==> config.mk <==
export PLATFORM = sky130hd
export DESIGN_NAME = fetch_stage
export DESIGN_NICKNAME = d
export VERILOG_FILES = /design/src/rtl/fetch_stage_pkg.sv /design/src/rtl/fetch_stage_if_id_register.sv /design/src/rtl/fetch_stage.sv
export SDC_FILE = /design/constraint.sdc
export NUM_CORES = 1
export LEC_CHECK = 0
export CAP_MARGIN = 20
export CORE_ASPECT_RATIO = 1.1
export CORE_MARGIN = 4
export CORE_UTILIZATION = 48
export DETAILED_ROUTE_END_ITERATION = 7
export GPL_ROUTABILITY_DRIVEN = 0
export PLACE_DENSITY = 0.94
export SYNTH_ARGS = -nofsm -noshare
export SYNTH_HDL_FRONTEND = slang
export SYNTH_SLANG_ARGS = --single-unit
==> constraint.sdc <==
create_clock -name Clk -period 10.2 [get_ports Clk]
set_input_delay 2.55 -clock Clk [delete_from_list [all_inputs] [get_ports Clk]]
set_output_delay 2.55 -clock Clk [all_outputs]
set_load 0.1 [all_outputs]
==> src/rtl/fetch_stage_pkg.sv <==
// ---------------------------------------------------------------------------
// fetch_stage_pkg
// Shared pipeline definitions for the MIPS front end: the NOP bubble word,
// the reset PC, the opcode/funct values that identify control-flow
// instructions, the next-PC select encoding and small helper functions.
// ---------------------------------------------------------------------------
package fetch_stage_pkg;

  // sll $0,$0,0 -- the bubble inserted into IF/ID on a flush
  localparam logic [31:0] NOP_WORD = 32'h0000_0000;
  localparam logic [31:0] RESET_PC = 32'h0000_0000;

  // Opcode / funct fields of the control-flow instructions
  localparam logic [5:0] OPCODE_SPECIAL = 6'b000000;
  localparam logic [5:0] OPCODE_J       = 6'b000010;
  localparam logic [5:0] OPCODE_JAL     = 6'b000011;
  localparam logic [5:0] FUNCT_JR       = 6'b001000;

  // Next-PC source select
  typedef enum logic [1:0] {
    PC_SEL_SEQ    = 2'b00,
    PC_SEL_JUMP   = 2'b01,
    PC_SEL_JR     = 2'b10,
    PC_SEL_BRANCH = 2'b11
  } pcSel_e;

  // Free-running debug counters stick at all-ones instead of wrapping
  function automatic logic [31:0] satIncr(input logic [31:0] value);
    return (value == 32'hFFFF_FFFF) ? value : value + 32'd1;
  endfunction

  // Decode helpers for the stages that sit next to fetch
  function automatic logic isJumpInstr(input logic [31:0] instr);
    return (instr[31:26] == OPCODE_J) || (instr[31:26] == OPCODE_JAL);
  endfunction

  function automatic logic isJrInstr(input logic [31:0] instr);
    return (instr[31:26] == OPCODE_SPECIAL) && (instr[5:0] == FUNCT_JR);
  endfunction

endpackage

==> src/rtl/fetch_stage_if_id_register.sv <==
// ---------------------------------------------------------------------------
// if_id_register
// IF/ID pipeline register: a 64-bit payload ({instruction, PC+4}) plus a
// valid bit. Flush has priority over write and loads the NOP bubble; with
// neither asserted the contents hold. Reset loads the bubble.
//
// Ports:
//   clk_i    rising-edge clock
//   rst_i    asynchronous active-high reset
//   write_i  load data_i and mark valid
//   flush_i  load the bubble (wins over write_i)
//   data_i   {instruction, PC+4} from fetch
//   data_o   registered {instruction, PC+4}
//   valid_o  0 when the register holds a bubble
// ---------------------------------------------------------------------------
module if_id_register
  import fetch_stage_pkg::*;
(
  input  logic        clk_i,
  input  logic        rst_i,
  input  logic        write_i,
  input  logic        flush_i,
  input  logic [63:0] data_i,
  output logic [63:0] data_o,
  output logic        valid_o
);

  localparam logic [63:0] BUBBLE = {NOP_WORD, 32'h0000_0000};

  logic [63:0] data_q, data_d;
  logic        valid_q, valid_d;

  // Flush beats write, so a squashed slot never picks up fetched data
  always_comb begin
    data_d  = data_q;
    valid_d = valid_q;
    if (flush_i) begin
      data_d  = BUBBLE;
      valid_d = 1'b0;
    end else if (write_i) begin
      data_d  = data_i;
      valid_d = 1'b1;
    end
  end

  always_ff @(posedge clk_i or posedge rst_i) begin
    if (rst_i) begin
      data_q  <= BUBBLE;
      valid_q <= 1'b0;
    end else begin
      data_q  <= data_d;
      valid_q <= valid_d;
    end
  end

  assign data_o  = data_q;
  assign valid_o = valid_q;

endmodule

==> src/rtl/fetch_stage.sv <==
// ---------------------------------------------------------------------------
// fetch_stage
// Instruction-fetch stage: program counter, next-PC selection (branch > jr >
// jump > sequential), instruction-memory address, the IF/ID register and
// saturating stall/flush counters for performance debug.
//
// Ports:
//   Clk, Rst              clock, asynchronous active-high reset
//   PCWrite               0 = hold PC (a redirect still loads)
//   IF_ID_Write           0 = hold IF/ID
//   IF_ID_Flush           1 = load the bubble into IF/ID
//   BranchTaken/Target    EX-stage branch redirect
//   JrTaken/Target        jr redirect
//   JumpTaken/Target      j/jal redirect
//   InstrAddr, InstrData  instruction memory address / combinational data
//   PC                    current fetch PC
//   IF_ID_*               registered instruction, PC+4 and valid
//   StallCount            cycles with PCWrite=0 and no redirect
//   FlushCount            cycles with IF_ID_Flush=1
// ---------------------------------------------------------------------------
module fetch_stage
  import fetch_stage_pkg::*;
(
  input  logic        Clk,
  input  logic        Rst,
  input  logic        PCWrite,
  input  logic        IF_ID_Write,
  input  logic        IF_ID_Flush,
  input  logic        BranchTaken,
  input  logic [31:0] BranchTarget,
  input  logic        JrTaken,
  input  logic [31:0] JrTarget,
  input  logic        JumpTaken,
  input  logic [31:0] JumpTarget,
  output logic [31:0] InstrAddr,
  input  logic [31:0] InstrData,
  output logic [31:0] PC,
  output logic [31:0] IF_ID_Instruction,
  output logic [31:0] IF_ID_PCPlus4,
  output logic        IF_ID_Valid,
  output logic [31:0] StallCount,
  output logic [31:0] FlushCount
);

  logic [31:0] pc_q, pc_d;
  logic [31:0] pcPlus4;
  pcSel_e      pcSel;
  logic [31:0] redirectTarget;
  logic        redirect;
  logic        stallEvent;
  logic [31:0] stallCount_q, stallCount_d;
  logic [31:0] flushCount_q, flushCount_d;
  logic [63:0] ifIdData;

  assign pcPlus4 = pc_q + 32'd4;

  // Oldest stage wins: the branch in EX overrides younger jr/jump decisions
  always_comb begin
    pcSel = PC_SEL_SEQ;
    if (BranchTaken) begin
      pcSel = PC_SEL_BRANCH;
    end else if (JrTaken) begin
      pcSel = PC_SEL_JR;
    end else if (JumpTaken) begin
      pcSel = PC_SEL_JUMP;
    end
  end

  always_comb begin
    redirectTarget = pcPlus4;
    case (pcSel)
      PC_SEL_BRANCH: redirectTarget = BranchTarget;
      PC_SEL_JR:     redirectTarget = JrTarget;
      PC_SEL_JUMP:   redirectTarget = JumpTarget;
      default:       redirectTarget = pcPlus4;
    endcase
  end

  assign redirect   = (pcSel != PC_SEL_SEQ);
  assign stallEvent = !PCWrite && !redirect;

  // A redirect loads even during a stall so it is never lost; the low two
  // bits are cleared to keep the PC word aligned
  always_comb begin
    pc_d = pc_q;
    if (redirect) begin
      pc_d = redirectTarget & ~32'd3;
    end else if (PCWrite) begin
      pc_d = pcPlus4;
    end
  end

  always_comb begin
    stallCount_d = stallCount_q;
    flushCount_d = flushCount_q;
    if (stallEvent) begin
      stallCount_d = satIncr(stallCount_q);
    end
    if (IF_ID_Flush) begin
      flushCount_d = satIncr(flushCount_q);
    end
  end

  always_ff @(posedge Clk or posedge Rst) begin
    if (Rst) begin
      pc_q         <= RESET_PC;
      stallCount_q <= 32'd0;
      flushCount_q <= 32'd0;
    end else begin
      pc_q         <= pc_d;
      stallCount_q <= stallCount_d;
      flushCount_q <= flushCount_d;
    end
  end

  if_id_register u_if_id (
    .clk_i   (Clk),
    .rst_i   (Rst),
    .write_i (IF_ID_Write),
    .flush_i (IF_ID_Flush),
    .data_i  ({InstrData, pcPlus4}),
    .data_o  (ifIdData),
    .valid_o (IF_ID_Valid)
  );

  assign IF_ID_Instruction = ifIdData[63:32];
  assign IF_ID_PCPlus4     = ifIdData[31:0];
  assign InstrAddr         = pc_q;
  assign PC                = pc_q;
  assign StallCount        = stallCount_q;
  assign FlushCount        = flushCount_q;

endmodule

==> flow_summary_export.csv <==
group,metric,value,unit
floorplan,fp.dieArea,20100,sq um
outcome,run_status,"finished, final reports clean",
critical_path,r2r-end,"u_if_id.data_o[30]$_DFFE_PP0P_",
detailed_routing,drt_pass1_iterations,5,
synth,synth_area_leaders,"dfrtp_1 46%, xor2_1 6.3%, xnor2_1 5.0%, mux2i_1 4.1%, nor2_1 4.1%",
power,p_leak,0.00503,uW
floorplan,initial_core_util,0.487,
layout,finalInstanceArea,12300,sq um
critical_path,crit_path_start_kind,"primary input",
synth,yosys.cell_count.top_type,"dfrtp_1",
sta,fin_crit_sh,0.489,
floorplan,die_x,135,microns
critical_path,end_kind,"register",
synth,synth_largest_area_cell,"dfrtp_1",
synth,synth.avg_cell_area,10.0,sq um
critical_path,crit_required,10.44,ns
critical_path,endpoint,"InstrAddr[31]$_DFFE_PP0N_",
clock_tree,cts_buffers,17,
detailed_routing,wl_per_cell,19.3,microns
layout,fin_nets,1257,
synth,synth.top_cells.by_count,"158 x dfrtp_1, 93 x nor2_1, 67 x nand2_1",
clock_tree,clockRootBuffer,"clkbuf_16",
synth,yosysUniqueCellTypes,56,
sta,grt_setup_unrepaired,"false",
floorplan,io_pins,329,
synth,netlist_area,8580,sq um
layout,syn2layout_area_growth,43.6,%
sta,setup_violations,0,
clock_tree,clkTransAtPathRegs,0.07,ns
clock_tree,cts_tree,"built",
critical_path,reg2reg_setup_slack,7.64,ns
critical_path,cp_data_arrival_time,5.23,ns
sta,timing.final.crit_period,4.99,ns
synth,yosys_warnings,0,
detailed_routing,num_vias,7680,
clock_tree,cts.repair.resized,0,
detailed_routing,ant_nets,0,
place,place_area,11600,sq um
critical_path,cp_cell_sequence,"clkdlybuf4s50_1 > inv_1 > nor4_4 > nand4_1 > xor2_1 > o221ai_1",
hold_path,worstHoldStart,"StallCount[22]$_DFFE_PP0P_",
sta,relSlewSlack,0.262,
synth,ys_async_sr_fraction,1.00,
power,ir_drop,0.000154,V
critical_path,startpoint,"PCWrite",
clock_tree,postCtsHoldBufs,0,
critical_path,path_class,"primary input to register",
sta,slew_viol_final,0,
critical_path,r2r_cells,5,
detailed_routing,finalWirelength,26400,microns
place,port_buffers,318,
global_routing,grt_overflow,0,
place,dp_hpwl,19500,microns
global_routing,antenna_found_initial,0,
synth,synth_top_cell_area_share,0.461,
global_routing,grt_pass1_wl,41500,microns
global_routing,grt_max_degree,94,
floorplan,core_area,17600,sq um
sta,setup_tns,0,ns
floorplan,die_h,148,microns
synth,synth_ff_type,"dfrtp_1",
clock_tree,htree_levels,4,
sta,max_freq,201,MHz
clock_tree,numClockSinks,158,
global_routing,grt_pass1_vias,7786,
power,powerDensity,181,nW/um^2
clock_tree,worstSkewPairLatency,0.42,ns
synth,postSynthCellCount,855,
job,maxCapViolations,0,
hold_path,hold_class,"register to register",
critical_path,regToRegStartpoint,"InstrAddr[9]$_DFFE_PP0N_",
layout,antenna_cells,0,
critical_path,cpMaxStageDelayCell,"clkdlybuf4s50_1",
critical_path,critical-path-max-stage-delay,0.96,ns
layout,final_layout_size_suffix_gt1_frac,0.0655,
synth,synth_edf_count,0,
sta,hold_violations,0,
synth,ys_ff_latch,158,
sta,worst_pin_slew,1.11,ns
power,power,2230,uW
critical_path,path_max_fanout,16,
floorplan,num_rows,51,
layout,fillCellCount,1318,
detailed_routing,route.detailed.drc,0,
clock_tree,cts_setup_buffers,0,
detailed_routing,vias_per_cell,5.61,
global_routing,grt_use_total,0.263,
synth,synth.yosys.seq_area_share,0.461,
clock_tree,clock_path_buffers,2,
sta,finalClockSkew,0.00977,ns
detailed_routing,first_iter_violations,522,
## placed cells by master, fill, tap and decap left out, types with 5 or more instances in the layout
| cell type | synthesis | final |
|---|---|---|
| nand2_1 | 67 | 67 |
| nor2_1 | 93 | 93 |
| and3_1 | 8 | 8 |
| buf_4 | 36 | 5 |
| nand4_1 | 51 | 51 |
| and4_1 | 6 | 6 |
| a211oi_1 | 21 | 21 |
| xnor2_1 | 49 | 49 |
| a22oi_1 | 27 | 27 |
| inv_1 | 14 | 13 |
| clkbuf_16 | 0 | 17 |
| nand3_1 | 49 | 49 |
| clkinv_4 | 0 | 5 |
| mux2i_1 | 35 | 35 |
| dfrtp_1 | 158 | 158 |
| a211oi_2 | 8 | 8 |
| o221ai_1 | 26 | 26 |
| nor3_1 | 19 | 19 |
| and2_1 | 12 | 12 |
| clkdlybuf4s50_1 | 0 | 315 |
| xor2_1 | 62 | 62 |
| a21oi_1 | 7 | 7 |
## power breakdown
group          leakage [uW]  switching [uW]  internal (uW)  total [uW]
clock network      0.000310             265            424         689
registers           0.00205            71.3            675         747
logic               0.00267             593            206         799
## worst min-delay path by stage
stage | endpoint | slack (ns) | cells past startpoint
finish | StallCount[22]$_DFFE_PP0P_ | 0.50 | 1
CTS | StallCount[22]$_DFFE_PP0P_ | 0.50 | 1
floorplan | u_if_id.valid_o$_DFFE_PP0P_ | 1.0 | 2
detailed placement | StallCount[22]$_DFFE_PP0P_ | 0.48 | 1
global route | StallCount[22]$_DFFE_PP0P_ | 0.52 | 1
global placement | u_if_id.valid_o$_DFFE_PP0P_ | 0.47 | 2
## critical path, delay by kind of cell
| kind | cells | cell delay (ns) |
|---|---|---|
| AND/OR/NAND/NOR | 2 | 0.99 |
| AO/OA/AOI/OAI | 1 | 0.14 |
| XOR/XNOR | 1 | 0.22 |
| buffers and inverters | 2 | 1.32 |
## per-layer routing
metal  share of wire  global-route usage
met1            0.38               0.326
met4           0.037               0.111
met2            0.50               0.437
met3           0.086              0.0666
met5               0                   0
## cell type report
| class | count | area, sq um | share of cell area |
|---|---|---|---|
| Multi-Input combinational cell | 603 | 4110 | 0.334 |
| Timing Repair Buffer | 324 | 3260 | 0.264 |
| Clock buffer | 19 | 453 | 0.0368 |
| Clock inverter | 12 | 185 | 0.0150 |
| Tap cell | 238 | 298 | 0.0242 |
| Inverter | 14 | 57.6 | 0.00467 |
| Sequential cell | 158 | 3950 | 0.321 |
## per-stage QoR
step / std cells / worst slack (ns) / hold WS (ns) / utilization
6_report: 1368 / 5.21 / 0.500 / 0.699
5_1_grt: 1368 / 5.06 / 0.524 / 0.699
3_3_place_gp: 1335 / 4.89 / 0.475 / 0.660
3_5_place_dp: 1336 / 4.90 / 0.484 / 0.661
2_1_floorplan: 858 / 3.39 / 0.997 / -
4_1_cts: 1367 / 5.31 / 0.497 / 0.698
## state kept, by name, indices dropped and copies added, names as in the netlist
register / cells
FlushCount: 32
StallCount: 32
u_if_id.valid_o: 1
u_if_id.data_o: 63
InstrAddr: 30
## cell families (layout without fill, tap and decap cells)
group,Yosys count,in the layout,synth area share
flip-flops,158,158,0.461
AO/OA/AOI/OAI,103,103,0.0983
multiplexers,41,41,0.0487
XOR/XNOR,111,111,0.113
adder cells (fa/ha/maj),3,3,0.00438
AND/OR/NAND/NOR,341,341,0.213
other,1,4,0.000437
buffers and inverters,97,369,0.0610
Note: power is estimated with default switching activity, not from simulation.
